$ cat src/rtl/opl3_slot_scheduler.sv
// OPL3 frame sequencer: sample-rate divider, 36 operator slot strobes per frame, and a host write FIFO.
// Writes are released only outside the slot window; ready drops when the FIFO is full and late writes are dropped (sticky flag).
package opl3_pkg;
  localparam int CLK_DIV_COUNT = 494;
  localparam int OP_NUM_WIDTH  = 5;

  typedef struct packed {
    logic       valid;
    logic       bank_num;
    logic [7:0] address;
    logic [7:0] data;
  } opl3_reg_wr_t;
endpackage

module opl3_slot_scheduler #(
  parameter int CLK_DIV_COUNT = opl3_pkg::CLK_DIV_COUNT,
  parameter int SLOT_SPACING  = 8,
  parameter int FIFO_DEPTH    = 4
) (
  input  logic                                 clk,
  input  logic                                 resetn,
  input  opl3_pkg::opl3_reg_wr_t               reg_wr_in,
  output logic                                 reg_wr_in_ready,
  output opl3_pkg::opl3_reg_wr_t               reg_wr_out,
  output logic                                 sample_clk_en,
  output logic                                 slot_valid,
  output logic                                 slot_bank,
  output logic [opl3_pkg::OP_NUM_WIDTH-1:0]    slot_op,
  output logic                                 frame_busy,
  output logic                                 wr_dropped
);
  localparam int CW = $clog2(CLK_DIV_COUNT);
  localparam int SW = $clog2(SLOT_SPACING) + 1;
  localparam int AW = $clog2(FIFO_DEPTH);
  localparam int NW = AW + 1;
  localparam int OW = opl3_pkg::OP_NUM_WIDTH;

  typedef enum logic [1:0] {ST_WAIT, ST_SLOTS, ST_WRITES} state_t;
  typedef logic [16:0] entry_t;

  state_t                 state_q, state_d;
  logic [CW-1:0]          cnt_q, cnt_d;
  logic [SW-1:0]          spc_q, spc_d;
  logic [5:0]             idx_q, idx_d;
  logic                   sample_q, sample_d;
  logic                   slot_valid_q, slot_valid_d;
  logic                   slot_bank_q, slot_bank_d;
  logic [OW-1:0]          slot_op_q, slot_op_d;
  logic                   wr_dropped_q, wr_dropped_d;
  entry_t                 mem_q [FIFO_DEPTH];
  entry_t                 mem_d [FIFO_DEPTH];
  logic [AW-1:0]          wr_ptr_q, wr_ptr_d, rd_ptr_q, rd_ptr_d;
  logic [NW-1:0]          count_q, count_d;
  opl3_pkg::opl3_reg_wr_t reg_wr_out_q, reg_wr_out_d;
  logic                   wrap, issue, push, pop;
  entry_t                 head;

  // spc/idx pace the slots; a slot strobe is registered, so it shows one cycle after issue
  always_comb begin
    wrap    = (cnt_q == CW'(CLK_DIV_COUNT - 1));
    cnt_d   = wrap ? '0 : cnt_q + 1'b1;
    issue   = (state_q == ST_SLOTS) && (spc_q == '0) && (idx_q < 6'd36);
    state_d = state_q;
    spc_d   = '0;
    idx_d   = '0;
    if (wrap) begin
      state_d = ST_SLOTS;
    end else if (state_q == ST_SLOTS) begin
      if (idx_q == 6'd36) state_d = ST_WRITES;
      spc_d = (spc_q == SW'(SLOT_SPACING - 1)) ? '0 : spc_q + 1'b1;
      idx_d = issue ? idx_q + 6'd1 : idx_q;
    end
    sample_d     = wrap;
    slot_valid_d = issue;
    slot_bank_d  = slot_bank_q;
    slot_op_d    = slot_op_q;
    if (issue) begin
      slot_bank_d = (idx_q >= 6'd18);
      slot_op_d   = (idx_q >= 6'd18) ? OW'(idx_q - 6'd18) : OW'(idx_q);
    end
  end

  // An empty FIFO bypasses the incoming write straight into the output register
  always_comb begin
    reg_wr_in_ready = (count_q < NW'(FIFO_DEPTH));
    push            = reg_wr_in.valid && reg_wr_in_ready;
    pop             = (state_d != ST_SLOTS) && ((count_q != '0) || push);
    head            = (count_q == '0) ? {reg_wr_in.bank_num, reg_wr_in.address, reg_wr_in.data}
                                      : mem_q[rd_ptr_q];
    mem_d        = mem_q;
    wr_ptr_d     = wr_ptr_q;
    rd_ptr_d     = rd_ptr_q;
    count_d      = count_q;
    reg_wr_out_d = '0;
    wr_dropped_d = wr_dropped_q | (reg_wr_in.valid && !reg_wr_in_ready);
    if (push) begin
      mem_d[wr_ptr_q] = {reg_wr_in.bank_num, reg_wr_in.address, reg_wr_in.data};
      wr_ptr_d        = wr_ptr_q + 1'b1;
    end
    if (pop) begin
      rd_ptr_d     = rd_ptr_q + 1'b1;
      reg_wr_out_d = {1'b1, head};
    end
    case ({push, pop})
      2'b10:   count_d = count_q + 1'b1;
      2'b01:   count_d = count_q - 1'b1;
      default: count_d = count_q;
    endcase
  end

  always_ff @(posedge clk or negedge resetn) begin
    if (!resetn) begin
      state_q      <= ST_WAIT;
      cnt_q        <= '0;
      spc_q        <= '0;
      idx_q        <= '0;
      sample_q     <= 1'b0;
      slot_valid_q <= 1'b0;
      slot_bank_q  <= 1'b0;
      slot_op_q    <= '0;
      wr_dropped_q <= 1'b0;
      wr_ptr_q     <= '0;
      rd_ptr_q     <= '0;
      count_q      <= '0;
      reg_wr_out_q <= '0;
      for (int i = 0; i < FIFO_DEPTH; i++) mem_q[i] <= '0;
    end else begin
      state_q      <= state_d;
      cnt_q        <= cnt_d;
      spc_q        <= spc_d;
      idx_q        <= idx_d;
      sample_q     <= sample_d;
      slot_valid_q <= slot_valid_d;
      slot_bank_q  <= slot_bank_d;
      slot_op_q    <= slot_op_d;
      wr_dropped_q <= wr_dropped_d;
      wr_ptr_q     <= wr_ptr_d;
      rd_ptr_q     <= rd_ptr_d;
      count_q      <= count_d;
      reg_wr_out_q <= reg_wr_out_d;
      mem_q        <= mem_d;
    end
  end

  assign sample_clk_en = sample_q;
  assign slot_valid    = slot_valid_q;
  assign slot_bank     = slot_bank_q;
  assign slot_op       = slot_op_q;
  assign frame_busy    = (state_q == ST_SLOTS);
  assign wr_dropped    = wr_dropped_q;
  assign reg_wr_out    = reg_wr_out_q;
endmodule

$ cat config.mk
export PLATFORM = sky130hd
export DESIGN_NAME = opl3_slot_scheduler
export DESIGN_NICKNAME = d
export VERILOG_FILES = /design/src/rtl/opl3_slot_scheduler.sv
export SDC_FILE = /design/constraint.sdc
export NUM_CORES = 1
export LEC_CHECK = 0
export ABC_AREA = 1
export CELL_PAD_IN_SITES_DETAIL_PLACEMENT = 1
export CELL_PAD_IN_SITES_GLOBAL_PLACEMENT = 2
export CORE_ASPECT_RATIO = 1.75
export CORE_MARGIN = 2
export CORE_UTILIZATION = 35
export DETAILED_ROUTE_END_ITERATION = 7
export PLACE_DENSITY = 0.82
export SYNTH_ARGS = -nofsm -noshare
export SYNTH_HDL_FRONTEND = slang
export SYNTH_SLANG_ARGS = --single-unit
$ cat constraint.sdc
create_clock -name clk -period 3.5 [get_ports clk]
set_input_delay 0.7 -clock clk [delete_from_list [all_inputs] [get_ports clk]]
set_output_delay 0.7 -clock clk [all_outputs]
set_load 0.1 [all_outputs]
== After elaboration in Yosys (flattened, before gate mapping) ==
Index checks and enable logic that the tools add are counted.

* Add/subtract/negate cells: 8
* Reductions and logical operators: 12
* Bitwise logic cells: 3
* Magnitude comparators: 6
* Equality and inequality tests: 8
* Muxes and demuxes: 20

{| class="wikitable"
|+ Operators by type and width
! kind !! count
|-
| bitwise mux 68 bit || 1
|-
| 2-to-1 mux 17 bit || 4
|-
| binary-select mux 17 bit (select 2 bit) || 1
|-
| demux 17 bit (select 2 bit) || 1
|-
| 2-to-1 mux 18 bit || 1
|-
| 2-to-1 mux 6 bit || 3
|-
| 2-to-1 mux 4 bit || 3
|-
| adder 9 x 1 -> 9 bit, second input constant || 1
|-
| equality test 9 bit, second input constant || 1
|-
| 2-to-1 mux 9 bit || 1
|-
| adder 6 x 1 -> 6 bit, second input constant || 1
|-
| equality test 6 bit, second input constant || 1
|-
| greater-or-equal comparator 3 bit, second input constant || 2
|-
| greater-or-equal comparator 6 x 5 -> 1 bit, second input constant || 1
|-
| logical AND 1 bit || 6
|-
| < comparator 6 bit, second input constant || 1
|-
| 2-to-1 mux 2 bit || 3
|-
| inverter 2 -> 3 bit || 2
|-
| one-hot mux 3 bit (2 select lines) || 1
|-
| 2-to-1 mux 5 bit || 1
|-
| subtractor 5 bit, second input constant || 1
|-
| adder 2 x 1 -> 2 bit, second input constant || 2
|-
| adder 4 x 1 -> 4 bit, second input constant || 1
|-
| equality test 2 x 1 -> 1 bit, second input constant || 2
|-
| other kinds (15) || 15
|}

* Output and inout port bits: 29
* Word-level logic and storage cells: 77
* Register bits: 123
* Input port bits: 20

== Logic depth before layout (Yosys ltp) ==
Gate-level depths: netlist of run 1.

* Depth in word-level cells: 8
* Depth in mapped cells: 16

== Worst setup path after synthesis of run 1 ==
Ideal clock, no wire load.

* Path type: register to register
* Start: register cnt_q[0]
* End: register count_q[2]
* Data arrival time: 2.290 ns
* Period minus slack after synthesis: 2.435 ns
* Stages on the path, launching flop included: 16
* Setup slack: 1.065 ns
* Cells stage by stage: dfrtp_1 -> ha_1 -> nand2_1 -> inv_1 -> nand2_1 -> nor2_4 -> a31oi_4 -> nand2_4 -> buf_6 -> inv_2 -> ha_1 -> inv_1 -> fa_1 -> a21oi_1 -> o21ai_0 -> xor2_1

* Word-level cells in the longest chain between the ends: 6
* Elaborated cells on any way between the ends: 8
* Classes of those cells: 4 x eq/ne; 2 x mux; 2 x reduce/logical

{| class="wikitable"
|+ Ends and longest elaborated chain
! item !! RTL line !! text
|-
| start: declaration || 42 || <nowiki>logic [CW-1:0] cnt_q, cnt_d;</nowiki>
|-
| start signal: assignment || 129 || <nowiki>cnt_q <= cnt_d;</nowiki>
|-
| equality test 9 bit * || 60 || <nowiki>wrap = (cnt_q == CW'(CLK_DIV_COUNT - 1));</nowiki>
|-
| 2-to-1 mux 2 bit * || 66 || <nowiki>if (wrap) begin</nowiki>
|-
| inequality test 2 x 1 -> 1 bit * || 87 || <nowiki>pop = (state_d != ST_SLOTS) && ((count_q != '0) || push);</nowiki>
|-
| logical AND 1 bit * || 87 ||
|-
| named net pop || 55 || <nowiki>logic wrap, issue, push, pop;</nowiki>
|-
| equality test 2 x 1 -> 1 bit or equality test 2 bit (tied branches) || 104 || <nowiki>case ({push, pop})</nowiki>
|-
| one-hot mux 3 bit (2 select lines) or nonzero test 2 bit (tied branches) || -- ||
|-
| end signal: assignment || 139 || <nowiki>count_q <= count_d;</nowiki>
|-
| end: declaration || 53 || <nowiki>logic [NW-1:0] count_q, count_d;</nowiki>
|}

Mark *: on every way through the listed nets, which the timed path passes. The rest lies on a longest branch.
A chain may end at the register's enable or synchronous reset.

== Worst setup path in the final report of run 1 ==
Same ends and word-level chain as after synthesis.

==> results.sh, run 1 <==
export IMPL_number_of_flops_mapped_to_enable_cells_by_yosys=0
export IMPL_synth_area_leaders="dfrtp_1 (54%), nand2_1 (12%), o21ai_0 (8.7%)"
export IMPL_htree_levels=4
export IMPL_hp_class="in2async"
export IMPL_post_cts_setup_buffer_count=0
export IMPL_routed_wirelength_mm=14.90
export IMPL_via_per_instance_ratio=5.025
export IMPL_height_of_the_die_um=172.4
export IMPL_path_cells="ha_1 -> nand2_1 -> inv_1 -> nand2_1 -> nor2_4 -> a31oi_4 -> nand2_4 -> inv_2 -> ha_1 -> inv_1 -> fa_1 -> a21oi_1 -> o21ai_0 -> xor2_1"
export IMPL_synth_cell_area_um2=5672
export IMPL_num_io_pins=49
export IMPL_tritoncts_clock_tree="done"
export IMPL_syn_inst=667
export IMPL_post_route_setup_tns_ns=0
export IMPL_vias_in_the_first_global_route=5079
export IMPL_nNetsFinal=750
export IMPL_number_of_clock_sinks=123
export IMPL_slew_limit_headroom=0.3455
export IMPL_detailedPlace_worstSlack_ns=0.5616
export IMPL_power_density_nw_per_um2=969.0
export IMPL_clock_root_buffer="clkbuf_16"
export IMPL_most_repeated_cell_in_the_gate_level_netlist_after_synthesis="nand2_1"
export IMPL_r2r_start="cnt_q[0]"
export IMPL_synth_top_area_frac=0.5427
export IMPL_synth_distinct_cells=33
export IMPL_global_route_overflow_total=0
export IMPL_power_mw=6.704
export IMPL_critical_path_slowest_cell="dfrtp_1"
export IMPL_synth_yosys_warnings=0
export IMPL_core_rowCount=61
export IMPL_crit_path_start_kind="flip-flop"
export IMPL_timing_final_max_slew_violations=0
export IMPL_dpl_cell_area_um2=6329
export IMPL_setup_ws_ns=0.7941
export IMPL_power_leakage_nw=3.306
export IMPL_syn_mean_instance_area_um2=8.503
export IMPL_clkSlewWorstSetupHoldPaths_ns=0.06
export IMPL_timing_worst_slew_pin_value_ns=0.9786
export IMPL_worst_ep_arrival_ns=3.00
export IMPL_design_core_area_um2=15880
export IMPL_grt_antenna_before_repair=0
export IMPL_num_antenna_cells=0
export IMPL_gpl_final_weighted_congestion=0.8230
export IMPL_first_pass_iters=5
export IMPL_final_instance_count_excl_fill=917
export IMPL_critPathKind="reg2reg"
export IMPL_synth_ff_latch_count=123
export IMPL_drc_markers=0
export IMPL_floorplan_initialDensity=0.3573
export IMPL_status="complete, no violations"
export IMPL_flow_area_growth_from_synthesis_pct=21.97
export IMPL_detailroute_via_count=4608
export IMPL_critPathLaunch="cnt_q[0]"
export IMPL_post_route_skew_ns=0.009214
export IMPL_yosys_top_cells_count="nand2_1 (187), dfrtp_1 (123), o21ai_0 (99)"
export IMPL_worst_hold_check_slack_ns=0.3920
export IMPL_detailed_route_iter0_violations=187
export IMPL_clock_tree_buffer_depth=2
export IMPL_grt_setup_unrepaired="false"
export IMPL_synth_top_flop_cell="dfrtp_1"
export IMPL_setup_reg_to_reg_worst_slack_ns=0.79
export IMPL_crit_path_end_kind="flip-flop"
export IMPL_dieWidth_um=100.2
export IMPL_worstPathRequired_ns=3.79
export IMPL_cpPeakStageDelay_ns=0.41
export IMPL_yosys_area_top_type="dfrtp_1"
export IMPL_floorplan_die_area_um2=17280
export IMPL_layout_min_cycle_time_ns=2.706
export IMPL_detailedPlacementHpwl_mm=9.620
export IMPL_timing_final_hold_violations=0
export IMPL_drive_above_1_share=0.09890
export IMPL_grt_first_pass_wirelength_mm=25.11
export IMPL_async_set_or_reset_register_ratio_after_synthesis=1.000
export IMPL_max_cap_violations=0
export IMPL_period_share=0.7731
export IMPL_worst_path_max_fanout=19
export IMPL_port_buffer_count=48
export IMPL_clock_buffers_created_by_tritoncts=17
export IMPL_final_core_utilization=0.4358
export IMPL_post_cts_resized_instances=0
export IMPL_fmax_mhz=369.6
export IMPL_synth_net_count=702
export IMPL_vdd_drop_max_uv=409.7
export IMPL_grt_total_usage=0.1878
export IMPL_wl_per_cell_um=16.25
export IMPL_stdcell_area_um2=6918
export IMPL_ant_nets=0
export IMPL_worst_skew_pair_late_latency_ns=0.41
export IMPL_grt_start_max_net_pins=64
export IMPL_total_of_hold_buffers_inserted_after_clock_tree_synthesis=0
export IMPL_place_detailed_instances=885
export IMPL_setup_viol=0
export IMPL_sequential_share_of_the_synthesized_area=0.5427
## cell type report
cell class | count | area, um^2
Clock inverter | 11 | 118.9
Timing Repair Buffer | 57 | 553.0
Fill cell | 1881 | 8957
Sequential cell | 123 | 3078
Tap cell | 189 | 236.5
Multi-Input combinational cell | 462 | 2257
Inverter | 54 | 203.9
Clock buffer | 21 | 470.5
## cells in the final DEF, fill, tap and decap left out, drive strengths merged, types with 2 or more instances in the layout
cell type      instances
a21oi                 14
buf                   12
bufinv                 2
clkbuf                21
clkdlybuf4s50         45
clkinv                 6
clkinvlp               4
dfrtp                123
ha                    14
inv                   53
nand2                188
nand3                 34
nand4                  8
nor2                  75
nor3                   4
o21ai                111
xnor2                  2
xor2                   5
## worst paths after layout
| path | cells after the start | end |
|---|---|---|
| setup reg to reg | 14 | count_q[2] |
| min in group clk | 2 | slot_op[0] |
| hold reg to reg | 2 | slot_op[0] |
| max in group asynchronous | 2 | reg_wr_out[12] |
| setup / recovery | 14 | count_q[2] |
| hold / removal | 1 | reg_wr_out[0] |
## where the power goes
group          switching (mW)  internal (mW)
clock network           0.638           1.10
registers               0.254           1.94
logic                    1.98          0.795
total                    2.87           3.83
## logic make-up after synthesis
group	Yosys count	synth area share
AO/OA/AOI/OAI	129	0.1185
XOR/XNOR	7	0.01081
adder cells (fa/ha/maj)	15	0.03441
buffers and inverters	82	0.05934
flip-flops	123	0.5427
AND/OR/NAND/NOR	311	0.2343
## sequential cells by signal (all words and copies together), names as in the netlist
register       flops
wr_dropped         1
slot_bank          1
slot_op            5
mem_q             68
slot_valid         1
wr_ptr_q           2
rd_ptr_q           2
idx_q              6
count_q            3
spc_q              4
cnt_q              9
sample_clk_en      1
state_q            2
reg_wr_out        18
## critical path, delay by kind of cell (launching register included)
kind | cells | cell delay, ns
AO/OA/AOI/OAI | 3 | 0.51
XOR/XNOR | 1 | 0.15
adder cells (fa/ha/maj) | 3 | 0.76
buffers and inverters | 3 | 0.21
flip-flops | 1 | 0.41
AND/OR/NAND/NOR | 4 | 0.53
## routing by layer
layer | wire, um | global-route usage | up-vias
met3 | 352 | 0.03719 | 18
met5 | 0 | 0 | -
met1 | 6286 | 0.2096 | 2289
met4 | 236 | 0.07445 | 0
li1 | - | - | 2231
met2 | 8028 | 0.3452 | 70
Power figures use the tool's default switching activity.
==> run 2, diff against run 1 <==
clock period = 2.5 ns   (was 3.5 ns; I/O delays follow)
==> results.sh, run 2 (synthesized netlist as in run 1, its figures left out) <==
export IMPL_status="complete, no violations"
export IMPL_worst_hold_check_slack_ns=0.04046
export IMPL_final_instance_count_excl_fill=927
export IMPL_vdd_drop_max_uv=538.9
export IMPL_global_route_overflow_total=0
export IMPL_power_leakage_nw=3.420
export IMPL_max_cap_violations=0
export IMPL_setup_viol=0
export IMPL_timing_final_max_slew_violations=0
export IMPL_layout_min_cycle_time_ns=2.310
export IMPL_nNetsFinal=760
export IMPL_port_buffer_count=48
export IMPL_detailedPlacementHpwl_mm=9.643
export IMPL_post_route_setup_tns_ns=0
export IMPL_floorplan_initialDensity=0.3573
export IMPL_drc_markers=0
export IMPL_clock_buffers_created_by_tritoncts=17
export IMPL_detailedPlace_worstSlack_ns=0.01883
export IMPL_post_route_skew_ns=0.006666
export IMPL_worst_ep_arrival_ns=2.60
export IMPL_detailroute_via_count=4703
export IMPL_grt_first_pass_wirelength_mm=25.72
export IMPL_power_density_nw_per_um2=1369
export IMPL_wl_met1_mm=6.079
export IMPL_htree_levels=4
export IMPL_worstRegToRegCells=14
export IMPL_timing_worst_slew_pin_value_ns=0.7304
export IMPL_dieWidth_um=100.2
export IMPL_tritoncts_clock_tree="done"
export IMPL_first_pass_iters=5
export IMPL_wl_met2_mm=8.347
export IMPL_grt_total_usage=0.1913
export IMPL_vias_in_the_first_global_route=5207
export IMPL_slew_limit_headroom=0.5125
export IMPL_hp_class="in2async"
export IMPL_worstPathRequired_ns=2.79
export IMPL_wl_per_cell_um=16.29
export IMPL_final_common_cell="nand2_1"
export IMPL_grt_antenna_before_repair=0
export IMPL_critical_path_slowest_cell="dfrtp_1"
export IMPL_power_mw=9.548
export IMPL_path_cells="ha_2 -> nand2_1 -> inv_1 -> nand2_1 -> nor2_4 -> a31oi_4 -> nand2_4 -> inv_2 -> ha_1 -> inv_1 -> fa_2 -> a21oi_1 -> o21ai_0 -> xor2_1"
export IMPL_routed_wirelength_mm=15.10
export IMPL_detailroute_wirelength_met3_um=387
export IMPL_gpl_final_weighted_congestion=0.8190
export IMPL_clkSlewWorstSetupHoldPaths_ns=0.06
export IMPL_period_share=0.9240
export IMPL_detailed_route_iter0_violations=157
export IMPL_timing_final_hold_violations=0
export IMPL_height_of_the_die_um=172.4
export IMPL_fmax_mhz=432.9
export IMPL_grt_setup_unrepaired="false"
export IMPL_number_of_clock_sinks=123
export IMPL_floorplan_die_area_um2=17280
export IMPL_num_fill_cells=1882
export IMPL_worst_skew_pair_late_latency_ns=0.41
export IMPL_largest_reg_flops=68
export IMPL_flow_area_growth_from_synthesis_pct=23.01
export IMPL_crit_path_end_kind="flip-flop"
export IMPL_worst_path_max_fanout=4
export IMPL_critPathKind="reg2reg"
export IMPL_clock_tree_buffer_depth=2
export IMPL_top_register="mem_q"
export IMPL_place_detailed_instances=894
export IMPL_dpl_cell_area_um2=6329
export IMPL_crit_path_start_kind="flip-flop"
export IMPL_stdcell_area_um2=6977
export IMPL_final_core_utilization=0.4395
export IMPL_layout_cells_most_common_list="nand2_1 (187), dfrtp_1 (123), o21ai_0 (99)"
export IMPL_cpPeakStageDelay_ns=0.41
export IMPL_clock_root_buffer="clkbuf_16"
export IMPL_drive_above_1_share=0.1531
export IMPL_grt_start_max_net_pins=61
export IMPL_design_core_area_um2=15880
export IMPL_route_top_layer_used="met4"
export IMPL_ant_nets=0
export IMPL_core_rowCount=61
export IMPL_num_antenna_cells=0
export IMPL_via_per_instance_ratio=5.073
export IMPL_setup_ws_ns=0.1899
export IMPL_num_io_pins=49
run 2: changes by cell type in the layout (fill, tap and decap cells not counted), sizes merged:
| cell | change |
|---|---|
| clkinvlp | -2 |
| clkbuf | -1 |
| buf | +37 |
| clkdlybuf4s50 | -27 |
| clkinv | +1 |
| bufinv | +2 |
run 2: final timing paths:
check / startpoint / end / slack (ns)
worst max-delay path: cnt_q[0] / count_q[2] / 0.19
worst min-delay path: resetn / mem_q[52] / 0.04
worst max register to register: cnt_q[0] / count_q[2] / 0.19
worst min register to register: mem_q[27] / mem_q[27] / 0.48
max in group asynchronous: resetn / mem_q[47] / 1.66
min in group clk: mem_q[27] / mem_q[27] / 0.48
run 2: what timing repair did:
item | 4_1_cts | 5_1_grt
endpoints found under the setup margin | 0 | 1
resized for setup | 0 | 3
hold buffers | 0 | 0
buffers inserted | 0 | 1
run 2: metal layers:
| metal | vias up | global-route usage |
|---|---|---|
| met1 | 2352 | 0.2122 |
| met2 | 66 | 0.3586 |
| met5 | - | 0 |
| met4 | 0 | 0.06730 |
| met3 | 26 | 0.03638 |
| li1 | 2259 | - |
run 2: critical path, delay by kind of cell (launching register included):
family	cells	cell delay, ns
AOI/OAI and AO/OA	3	0.45
xor gates and xnor gates	1	0.15
adders and majority gates	3	0.69
buffers and inverters	3	0.17
DFF	1	0.41
and+or+nand+nor	4	0.32
run 2: final cells by class:
class / count / area [um^2] / area share
multi-input cells: 462 / 2262 / 0.3242
clock inverters: 12 / 168.9 / 0.02421
clock buffers: 20 / 466.7 / 0.06689
inverters: 54 / 203.9 / 0.02923
repair buffers: 67 / 560.5 / 0.08034
well taps: 189 / 236.5 / 0.03390
flip-flops and latches: 123 / 3078 / 0.4412
run 2: power by group:
part / total (mW) / internal, mW / switching [mW] / leakage, nW
combinational: 3.85 / 1.09 / 2.76 / 1.56
sequential: 3.05 / 2.71 / 0.341 / 1.55
clock: 2.65 / 1.74 / 0.909 / 0.312
total: 9.55 / 5.54 / 4.01 / 3.42
==> run 3, diff against run 2 <==
SKIP_LAST_GASP = 1   (was not set)
SLEW_MARGIN = 30   (was not set)
==> results of run 3 <==
Same layout as run 2: the final DEF is identical, and so are final timing and power.
